### config.mk
export PLATFORM = sky130hd
export DESIGN_NAME = ddr3_init_sequencer
export DESIGN_NICKNAME = d
export VERILOG_FILES = /design/src/rtl/ddr3_init_sequencer.sv
export SDC_FILE = /design/constraint.sdc
export NUM_CORES = 1
export LEC_CHECK = 0
export ABC_CLOCK_PERIOD_IN_PS = 4870
export CAP_MARGIN = 20
export CORE_MARGIN = 3
export CORE_UTILIZATION = 55
export CTS_BUF_LIST = sky130_fd_sc_hd__clkbuf_16
export CTS_CLUSTER_DIAMETER = 120
export DETAILED_ROUTE_END_ITERATION = 8
export PLACE_DENSITY = 0.8
export SLEW_MARGIN = 30
export SYNTH_ARGS = -nofsm -noshare
export SYNTH_HDL_FRONTEND = slang
export SYNTH_SLANG_ARGS = --single-unit
### constraint.sdc
create_clock -name i_clk -period 4.87 [get_ports i_clk]
set_input_delay 0.974 -clock i_clk [delete_from_list [all_inputs] [get_ports i_clk]]
set_output_delay 0.974 -clock i_clk [all_outputs]
set_load 0.05 [all_outputs]
### src/rtl/ddr3_init_sequencer.sv
// Purpose : JEDEC DDR3 power-up/reset initialization sequencer for a 4:1 controller.
// Latency : all outputs registered; every state holding delay D occupies exactly D cycles.
// Backpres: none; owns the DRAM bus until o_init_done, i_reinit honoured only in DONE.
module ddr3_init_sequencer #(
    parameter int          CLK_PERIOD_PS = 5000,
    parameter int          RANKS         = 1,
    parameter int          ROW_BITS      = 14,
    parameter int          BA_BITS       = 3,
    parameter int          TIMER_BITS    = 20,
    parameter int          T_RESET_NS    = 200000,
    parameter int          T_CKE_NS      = 500000,
    parameter int          T_XPR_NS      = 170,
    parameter int          T_MOD_CYC     = 3,
    parameter int          T_MRD_CYC     = 1,
    parameter int          T_ZQINIT_CYC  = 128,
    parameter logic [15:0] MR0           = 16'h0D70,
    parameter logic [15:0] MR1           = 16'h0004,
    parameter logic [15:0] MR2           = 16'h0018,
    parameter logic [15:0] MR3           = 16'h0000,
    parameter int          SIM_SHORT     = 0
) (
    input  logic                i_clk,
    input  logic                i_rst,
    input  logic                i_reinit,
    output logic                o_reset_n,
    output logic                o_cke,
    output logic [RANKS-1:0]    o_cs_n,
    output logic                o_ras_n,
    output logic                o_cas_n,
    output logic                o_we_n,
    output logic [BA_BITS-1:0]  o_ba,
    output logic [ROW_BITS-1:0] o_addr,
    output logic                o_odt,
    output logic                o_init_done,
    output logic [3:0]          o_state
);

    // ---------------------------------------------------------------
    // Elaboration-time delay conversion (ceil of ns -> cycles, min 1)
    // ---------------------------------------------------------------
    function automatic longint ns_to_cyc(input longint ns);
        longint c;
        c = (ns * 64'sd1000 + longint'(CLK_PERIOD_PS) - 64'sd1) / longint'(CLK_PERIOD_PS);
        if (c < 64'sd1) c = 64'sd1;
        return c;
    endfunction

    function automatic longint at_least_1(input longint v);
        return (v < 64'sd1) ? 64'sd1 : v;
    endfunction

    localparam longint D_RESET = (SIM_SHORT != 0) ? 64'sd16 : ns_to_cyc(longint'(T_RESET_NS));
    localparam longint D_CKE   = (SIM_SHORT != 0) ? 64'sd16 : ns_to_cyc(longint'(T_CKE_NS));
    localparam longint D_XPR   = ns_to_cyc(longint'(T_XPR_NS));
    localparam longint D_MOD   = at_least_1(longint'(T_MOD_CYC));
    localparam longint D_MRD   = at_least_1(longint'(T_MRD_CYC));
    localparam longint D_ZQ    = at_least_1(longint'(T_ZQINIT_CYC));
    localparam longint T_MAX   = (64'sd1 <<< TIMER_BITS) - 64'sd1;

    // Reject configurations the timer or buses cannot represent.
    generate
        if (D_RESET > T_MAX || D_CKE > T_MAX || D_XPR > T_MAX ||
            D_MOD > T_MAX || D_MRD > T_MAX || D_ZQ > T_MAX) begin : g_err_timer
            $error("ddr3_init_sequencer: a delay exceeds the TIMER_BITS range");
        end
        if (RANKS < 1 || RANKS > 4) begin : g_err_ranks
            $error("ddr3_init_sequencer: RANKS must be 1..4");
        end
        if (ROW_BITS < 11 || ROW_BITS > 64) begin : g_err_row
            $error("ddr3_init_sequencer: ROW_BITS must be 11..64 (ZQCL needs A10)");
        end
        if (BA_BITS < 2) begin : g_err_ba
            $error("ddr3_init_sequencer: BA_BITS must be at least 2");
        end
    endgenerate

    // Timer reload values are delay-1 so a state lasts exactly its delay.
    localparam logic [TIMER_BITS-1:0] L_RESET = TIMER_BITS'(D_RESET - 64'sd1);
    localparam logic [TIMER_BITS-1:0] L_CKE   = TIMER_BITS'(D_CKE - 64'sd1);
    localparam logic [TIMER_BITS-1:0] L_XPR   = TIMER_BITS'(D_XPR - 64'sd1);
    localparam logic [TIMER_BITS-1:0] L_MOD   = TIMER_BITS'(D_MOD - 64'sd1);
    localparam logic [TIMER_BITS-1:0] L_MRD   = TIMER_BITS'(D_MRD - 64'sd1);
    localparam logic [TIMER_BITS-1:0] L_ZQ    = TIMER_BITS'(D_ZQ - 64'sd1);

    localparam logic [1:0] LAST_RANK = 2'(RANKS - 1);

    // Mode-register payloads zero-extended or truncated to the address width.
    function automatic logic [ROW_BITS-1:0] fit_addr(input logic [15:0] v);
        logic [63:0] t;
        t = {48'd0, v};
        return t[ROW_BITS-1:0];
    endfunction

    localparam logic [ROW_BITS-1:0] A_MR0 = fit_addr(MR0);
    localparam logic [ROW_BITS-1:0] A_MR1 = fit_addr(MR1);
    localparam logic [ROW_BITS-1:0] A_MR2 = fit_addr(MR2);
    localparam logic [ROW_BITS-1:0] A_MR3 = fit_addr(MR3);
    localparam logic [ROW_BITS-1:0] A_ZQ  = fit_addr(16'h0400);

    typedef enum logic [3:0] {
        S_RESET_HOLD = 4'd0,
        S_CKE_WAIT   = 4'd1,
        S_TXPR       = 4'd2,
        S_MRS2       = 4'd3,
        S_MRS3       = 4'd4,
        S_MRS1       = 4'd5,
        S_MRS0       = 4'd6,
        S_ZQCL       = 4'd7,
        S_DONE       = 4'd8
    } state_t;

    function automatic state_t succ(input state_t s);
        case (s)
            S_RESET_HOLD: return S_CKE_WAIT;
            S_CKE_WAIT:   return S_TXPR;
            S_TXPR:       return S_MRS2;
            S_MRS2:       return S_MRS3;
            S_MRS3:       return S_MRS1;
            S_MRS1:       return S_MRS0;
            S_MRS0:       return S_ZQCL;
            default:      return S_DONE;
        endcase
    endfunction

    function automatic logic [TIMER_BITS-1:0] load_of(input state_t s);
        case (s)
            S_RESET_HOLD: return L_RESET;
            S_CKE_WAIT:   return L_CKE;
            S_TXPR:       return L_XPR;
            S_MRS2,
            S_MRS3,
            S_MRS1:       return L_MRD;
            S_MRS0:       return L_MOD;
            S_ZQCL:       return L_ZQ;
            default:      return '0;
        endcase
    endfunction

    // States that repeat their command-plus-wait once per rank.
    function automatic logic is_ranked(input state_t s);
        return (s == S_MRS2) || (s == S_MRS3) || (s == S_MRS1) ||
               (s == S_MRS0) || (s == S_ZQCL);
    endfunction

    state_t                  r_state;
    logic [TIMER_BITS-1:0]   r_timer;
    logic [1:0]              r_rank;

    state_t                  w_nxt_state;
    logic [TIMER_BITS-1:0]   w_nxt_timer;
    logic [1:0]              w_nxt_rank;
    logic                    w_issue;

    logic                    r_reset_n, r_cke, r_ras_n, r_cas_n, r_we_n, r_init_done;
    logic [RANKS-1:0]        r_cs_n;
    logic [BA_BITS-1:0]      r_ba;
    logic [ROW_BITS-1:0]     r_addr;

    logic                    w_reset_n, w_cke, w_ras_n, w_cas_n, w_we_n, w_init_done;
    logic [RANKS-1:0]        w_cs_n;
    logic [BA_BITS-1:0]      w_ba;
    logic [ROW_BITS-1:0]     w_addr;

    // State, delay timer and rank index registers.
    always_ff @(posedge i_clk or posedge i_rst) begin
        if (i_rst) begin
            r_state <= S_RESET_HOLD;
            r_timer <= L_RESET;
            r_rank  <= 2'd0;
        end else begin
            r_state <= w_nxt_state;
            r_timer <= w_nxt_timer;
            r_rank  <= w_nxt_rank;
        end
    end

    // Next state: count down, then step rank or advance; w_issue marks a command cycle.
    always_comb begin
        w_nxt_state = r_state;
        w_nxt_timer = r_timer;
        w_nxt_rank  = r_rank;
        w_issue     = 1'b0;
        if (r_state == S_DONE) begin
            if (i_reinit) begin
                w_nxt_state = S_RESET_HOLD;
                w_nxt_timer = L_RESET;
                w_nxt_rank  = 2'd0;
            end
        end else if (r_timer != '0) begin
            w_nxt_timer = r_timer - TIMER_BITS'(1);
        end else if (is_ranked(r_state) && (r_rank != LAST_RANK)) begin
            w_nxt_rank  = r_rank + 2'd1;
            w_nxt_timer = load_of(r_state);
            w_issue     = 1'b1;
        end else begin
            w_nxt_state = succ(r_state);
            w_nxt_timer = load_of(succ(r_state));
            w_nxt_rank  = 2'd0;
            w_issue     = is_ranked(succ(r_state));
        end
    end

    // Output decode from the upcoming state so every pin comes straight from a flop.
    always_comb begin
        w_reset_n   = 1'b1;
        w_cke       = 1'b1;
        w_cs_n      = '1;
        w_ras_n     = 1'b1;
        w_cas_n     = 1'b1;
        w_we_n      = 1'b1;
        w_ba        = '0;
        w_addr      = '0;
        w_init_done = (w_nxt_state == S_DONE);
        case (w_nxt_state)
            S_RESET_HOLD: begin
                w_reset_n = 1'b0;
                w_cke     = 1'b0;
            end
            S_CKE_WAIT: w_cke = 1'b0;
            default: ;
        endcase
        if (w_issue) begin
            for (int i = 0; i < RANKS; i++) begin
                if (w_nxt_rank == 2'(i)) w_cs_n[i] = 1'b0;
            end
            if (w_nxt_state == S_ZQCL) begin
                w_we_n = 1'b0;
                w_addr = A_ZQ;
            end else begin
                w_ras_n = 1'b0;
                w_cas_n = 1'b0;
                w_we_n  = 1'b0;
                case (w_nxt_state)
                    S_MRS2:  begin w_ba = BA_BITS'(2); w_addr = A_MR2; end
                    S_MRS3:  begin w_ba = BA_BITS'(3); w_addr = A_MR3; end
                    S_MRS1:  begin w_ba = BA_BITS'(1); w_addr = A_MR1; end
                    default: begin w_ba = BA_BITS'(0); w_addr = A_MR0; end
                endcase
            end
        end
    end

    // Output registers; reset forces an idle bus with RESET# and CKE low.
    always_ff @(posedge i_clk or posedge i_rst) begin
        if (i_rst) begin
            r_reset_n   <= 1'b0;
            r_cke       <= 1'b0;
            r_cs_n      <= '1;
            r_ras_n     <= 1'b1;
            r_cas_n     <= 1'b1;
            r_we_n      <= 1'b1;
            r_ba        <= '0;
            r_addr      <= '0;
            r_init_done <= 1'b0;
        end else begin
            r_reset_n   <= w_reset_n;
            r_cke       <= w_cke;
            r_cs_n      <= w_cs_n;
            r_ras_n     <= w_ras_n;
            r_cas_n     <= w_cas_n;
            r_we_n      <= w_we_n;
            r_ba        <= w_ba;
            r_addr      <= w_addr;
            r_init_done <= w_init_done;
        end
    end

    assign o_reset_n   = r_reset_n;
    assign o_cke       = r_cke;
    assign o_cs_n      = r_cs_n;
    assign o_ras_n     = r_ras_n;
    assign o_cas_n     = r_cas_n;
    assign o_we_n      = r_we_n;
    assign o_ba        = r_ba;
    assign o_addr      = r_addr;
    assign o_odt       = 1'b0;
    assign o_init_done = r_init_done;
    assign o_state     = r_state;

endmodule

-- After elaboration in Yosys (flattened, before gate mapping)
Memories as Yosys holds them, arrays and structs flattened.
Cells that the tools add are included.
- register bits after elaboration: 49
- memory bits (read-only): 224
- bits of input ports: 3
- logic and storage cells: 84
- memories: 2
- add/sub/neg operators: 2
- equal/unequal tests: 20
- mux-type cells: 34
- reduce and logical (&&, ||, !) cells: 15
- memory list (name ; depth ; bits a word ; read ports ; clocked after Yosys merged registers in ; wr ports ; line ; RTL):
    (no name shown) ; 8 ; 14 ; 1 ; 0 ; 0 ; 126 ; case (s)
    (no name shown) ; 8 ; 14 ; 1 ; 0 ; 0 ; 126 ;
- operators with widths (cell ; count):
    $mux 20 ; 6
    $eq 4x3->1 const B ; 11
    $pmux 12 s3 ; 1
    $mux 4 ; 7
    $pmux 4 s7 ; 1
    $mux 12 ; 2
    $reduce_bool 20->1 ; 1
    $sub 20x1->20 const B ; 1
    $eq 4x2->1 const B ; 4
    $mux 2 ; 6
    $mux 1 ; 10
    $eq 4x1->1 const B ; 2
    $eq 4x4->1 const B ; 2
    $logic_not 4->1 ; 2
    $logic_or 1x1->1 ; 8
    $pmux 2 s3 ; 1
    $add 2x1->2 const B ; 1
    $logic_not 2->1 ; 1
    $ne 2x2->1 const B ; 1
    $reduce_bool 2->1 ; 1
    $reduce_or 2->1 ; 1
    $logic_and 1x1->1 ; 1

-- Logic depth before layout (Yosys ltp)
- depth after elaboration: 18
- mapped depth: 9
- depth with buffers taken out: 7

-- Worst setup path after synthesis
OpenSTA, ideal clock, no wires.
- kind: reg2reg
- start point: reg r_state[1], in the netlist o_state[1]
- end point: reg r_timer[1]
- library setup time: 0.062 ns
- arrival time: 2.459 ns
- data required time: 4.808 ns
- slack: 2.349 ns
- stages on the path, launching flop included: 10
- clock period less this slack: 2.521 ns
- cell sequence: dfrtp_1 -> clkbuf_1 -> clkbuf_1 -> nand2_1 -> xnor2_1 -> nand2_1 -> ha_1 -> a221o_1 -> a211oi_1 -> o32a_1
- longest elaborated chain between the ends: 10
- elaborated cells on any way between the ends: 26
- classes of those cells: 9 x eq/ne; 9 x mux; 6 x reduce/logical; 2 x memory
- ends and longest elaborated chain (what ; line ; RTL):
    start, declared ; 145 ; state_t r_state;
    start signal, assigned ; 171 ; r_state <= w_nxt_state;
    $eq 4x3->1 (tied with other cells) ; 113, 142 ;
    $pmux 4 s7 ; 113 ; case (s)
    $mux 4 ; 191 ; end else if (is_ranked(r_state) && (r_rank != LAST_RANK)) begin
    $mux 4 ; 189 ; end else if (r_timer != '0) begin
    $mux 4 ; 183 ; if (r_state == S_DONE) begin
    $mem_v2 8x14 ; - ;
    $mux 20 ; 126 ;
    $mux 20 ; 191 ;
    $mux 20 ; 189 ;
    $mux 20 ; 183 ;
    end signal, assigned ; 172 ; r_timer <= w_nxt_timer;
    end, declared ; 146 ; logic [TIMER_BITS-1:0] r_timer;
Parallel ways exist; a longest one is shown, timed or not. The select of a mux whose other input is x is not followed.
A chain may end at the register's enable or synchronous reset.

-- Worst setup path in the final report
- start point: reg r_state[1], in the netlist o_state[1]
- end point: out o_state[1]
- RTL lines (what ; line ; RTL):
    end, declared ; 35 ; output logic [3:0] o_state
No word-level cell between the ends.

==> summary.md <==
| Metric | Value |
|---|---|
| Worst-Skew Late Latency | approximately 0.28 ns |
| Tot Pwr | between 1 and 1.5 mW |
| Top_reg_cell synth | dfrtp_1 |
| Proportion of layout cells with a drive suffix above 1 | 0.124 |
| Asr flop ratio synth | 1.00 |
| Type of origin of the critical path | register |
| Sw power | 0.312 mW |
| Final Wtd Congestion | between 0.8 and 0.9 |
| Status | complete, no violations |
| Syn avg cell area | 8.66 um2 |
| RSZ-0062 raised after global routing | no |
| Worst Setup SP | o_state[1] |
| Clk pwr share | 0.393 |
| Worst Max-Slew Pin Slew | 0.787 ns |
| Fill count | 340 |
| Worst r2r path cells | 7 |
| Cell Chain, Critical Path | clkdlybuf4s50_1 |
| Max-slew violations | 0 |
| Pin count of the biggest net entering global routing | 23 |
| Logic pwr share | 0.176 |
| R2r endpoint | o_cke |
| Hold Fails Final Rpt | 0 |
| Max H-tree Level | 2 |
| Clock slew at reported path FFs | 0.06 ns |
| Worst slew margin | 0.475 |
| Post-Route WL | 6520 um |
| Placed Instances | 341 |
| Final Critical Period | roughly 2.8 ns |
| Post CTS Setup Buffer Count | 0 |
| Maximum clock insertion buffer count | 2 |
| Post-CTS Resized | 0 |
| DIE HEIGHT | around 73 um |
| PwrDens | 377 nW/um2 |
| Period Utilization, post-route | 0.581 |
| Critical Path End Type | primary output |
| Antenna violations before repair | 0 |
| Via-to-Cell Ratio | 6.71 |
| # IOs | 32 |
| All-layer global routing usage | 0.263 |
| Core area | about 4100 um2 |
| Netlist Area Pre-Place | 2460 um2 |
| CP bufs+invs | 1 |
| Worst path slowest cell | clkdlybuf4s50_1 |
| Tightest Hold Check Type | reg -> reg |
| Crit path DAT | 1.86 ns |
| Grt total ovfl | 0 |
| Final net count | 305 |
| Number of routed nets with antenna violations | 0 |
| Layout area overhead | 15.3% |
| Leak | 1.11 nW |
| Post-route setup TNS | 0 ns |
| First-pass iteration count of the detailed router | 7 |
| Commonest non-fill, non-tap cell in the layout | nor2_1 |
| Port Buf Inserts | 23 |
| Main area contributors after synthesis | dfrtp_1 26%, dfstp_2 14%, a21oi_1 4.7% |
| Clock Skew | 0.00630 ns |
| Worst setup path end | o_state[1] |
| Initial core utilization | 0.594 |
| Post-CTS Hold Fix Bufs | 0 |
| Root buf cell | clkbuf_16 |
| Switching Fraction | 0.292 |
| TritonCTS Buffers | 5 |
| FMAX | about 0.35 GHz |
| Peak VDD IR | around 0.23 mV |
| DRC Markers | 0 |
| Wire per inst | about 19 um |
| Family with the most delay on the worst path | buffers and inverters |
| Post-synthesis sequential area ratio | 0.403 |
| CP max stage delay | 0.92 ns |
| Max cap viols | 0 |
| CP max FO | 18 |
| Yosys warns | 0 |
| First-pass GRT wire length | 10900 um |
| Clk sinks | 39 |
| R2r startpoint | r_timer[0] |
| DP HPWL | 4520 um |
| CTS tree | built |
| Post-synth top area share | 0.264 |
| FF+latch count, synth | 39 |
| Internal power | about 0.76 mW |
| Post-synth EDFFs | 0 |
| Final setup violation count | 0 |
| Fin cells | 349 |
| Die width | 72.9 um |
| Iter 0 DRT Violations | 238 |
| Cell variety after synth | 57 |
| WS Path Type | reg -> out |
| Synth area leader | dfrtp_1 |
| Syn Inst Count | 284 |
| Full die area | 5310 um2 |
| Via count | around 2300 |
| Reg2Reg Setup Slack | 2.06 ns |
| Seq pwr share | 0.431 |
| N_diodes | 0 |
| Cell count along the critical path | 1 |
| Number of global-route vias before repair | 2188 |
| # rows | 23 |
| Most frequent cells in the layout | 27 x nor2_1, 26 x nand2_1, 26 x dfrtp_1 |
| Critical Path RT | 3.90 ns |
## cell type report
cell class,count,area (um2),share of cell area
flip-flops and latches,39,992,0.350
well taps,50,62.6,0.0221
clock inverters,3,67.6,0.0238
clock buffers,5,125,0.0441
inverters,11,41.3,0.0146
multi-input cells,217,1310,0.462
repair buffers,24,238,0.0838
## power groups by stage
stage          Combinational [mW]  Sequential (mW)  Clock [mW]
6_report                    0.188            0.461       0.420
4_1_cts                     0.186            0.457       0.427
2_1_floorplan               0.157            0.442           0
3_5_place_dp                0.184            0.460           0
5_1_grt                     0.207            0.466       0.443
3_3_place_gp                0.177            0.459           0
## sequential cells by signal, summed over array words and instances, names as in the netlist
signal,count
o_addr,5
o_state,4
o_cas_n,1
o_init_done,1
r_timer,20
o_reset_n,1
r_rank,2
o_cs_n,1
o_ba,2
o_we_n,1
o_cke,1
## metrics by stage
| step | hold WS (ns) | setup WS (ns) | instance area (um2) | util |
|---|---|---|---|---|
| after floorplan | 0.472 | 2.35 | 2490 | - |
| after global placement | 0.491 | 2.26 | 2640 | 0.638 |
| after detailed placement | 0.496 | 2.16 | 2640 | 0.638 |
| after CTS | 0.504 | 2.05 | 2840 | 0.684 |
| after global routing | 0.536 | 1.92 | 2840 | 0.684 |
| final | 0.506 | 2.04 | 2840 | 0.684 |
## synthesized netlist by cell type (all sizes together), types with 2 or more instances
cell type  instances
o311ai             2
or3                6
a21oi             23
o22a               2
a2bb2oi            2
or2                4
o22ai              2
nand2             27
xnor2              5
inv               11
a311oi             2
clkbuf            11
nor2b              2
nand4              6
and3               6
dfstp             13
a211oi             3
nor3b              2
ha                 4
dfrtp             26
o31ai              4
nor4               6
o32a               2
o211ai             2
nand3              8
a31oi              3
buf               13
nor3              15
o21ai             27
or4                3
nor2              28
## cell families after synthesis
family          synth area share
buf+inv                   0.0748
fa+ha+maj                 0.0203
flops                      0.403
xor+xnor                  0.0214
simple gates               0.252
compound gates             0.226
other cells              0.00152
## worst min-delay path by stage
stage | from | to | slack, ns | depth (start not counted)
floorplan | r_timer[3] | r_timer[3] | 0.47 | 2
global placement | r_timer[3] | r_timer[3] | 0.49 | 2
detailed placement | r_timer[3] | r_timer[3] | 0.50 | 2
CTS | r_timer[3] | r_timer[3] | 0.50 | 2
global route | r_timer[3] | r_timer[3] | 0.54 | 2
finish | r_timer[3] | r_timer[3] | 0.51 | 2
## layer usage
| layer | global-route usage | routed length, um |
|---|---|---|
| met3 | 0.0565 | 579 |
| met5 | 0 | 0 |
| met4 | 0.0840 | 93 |
| met1 | 0.376 | 2850 |
| met2 | 0.400 | 2990 |
Power figures use the tool's default switching activity.
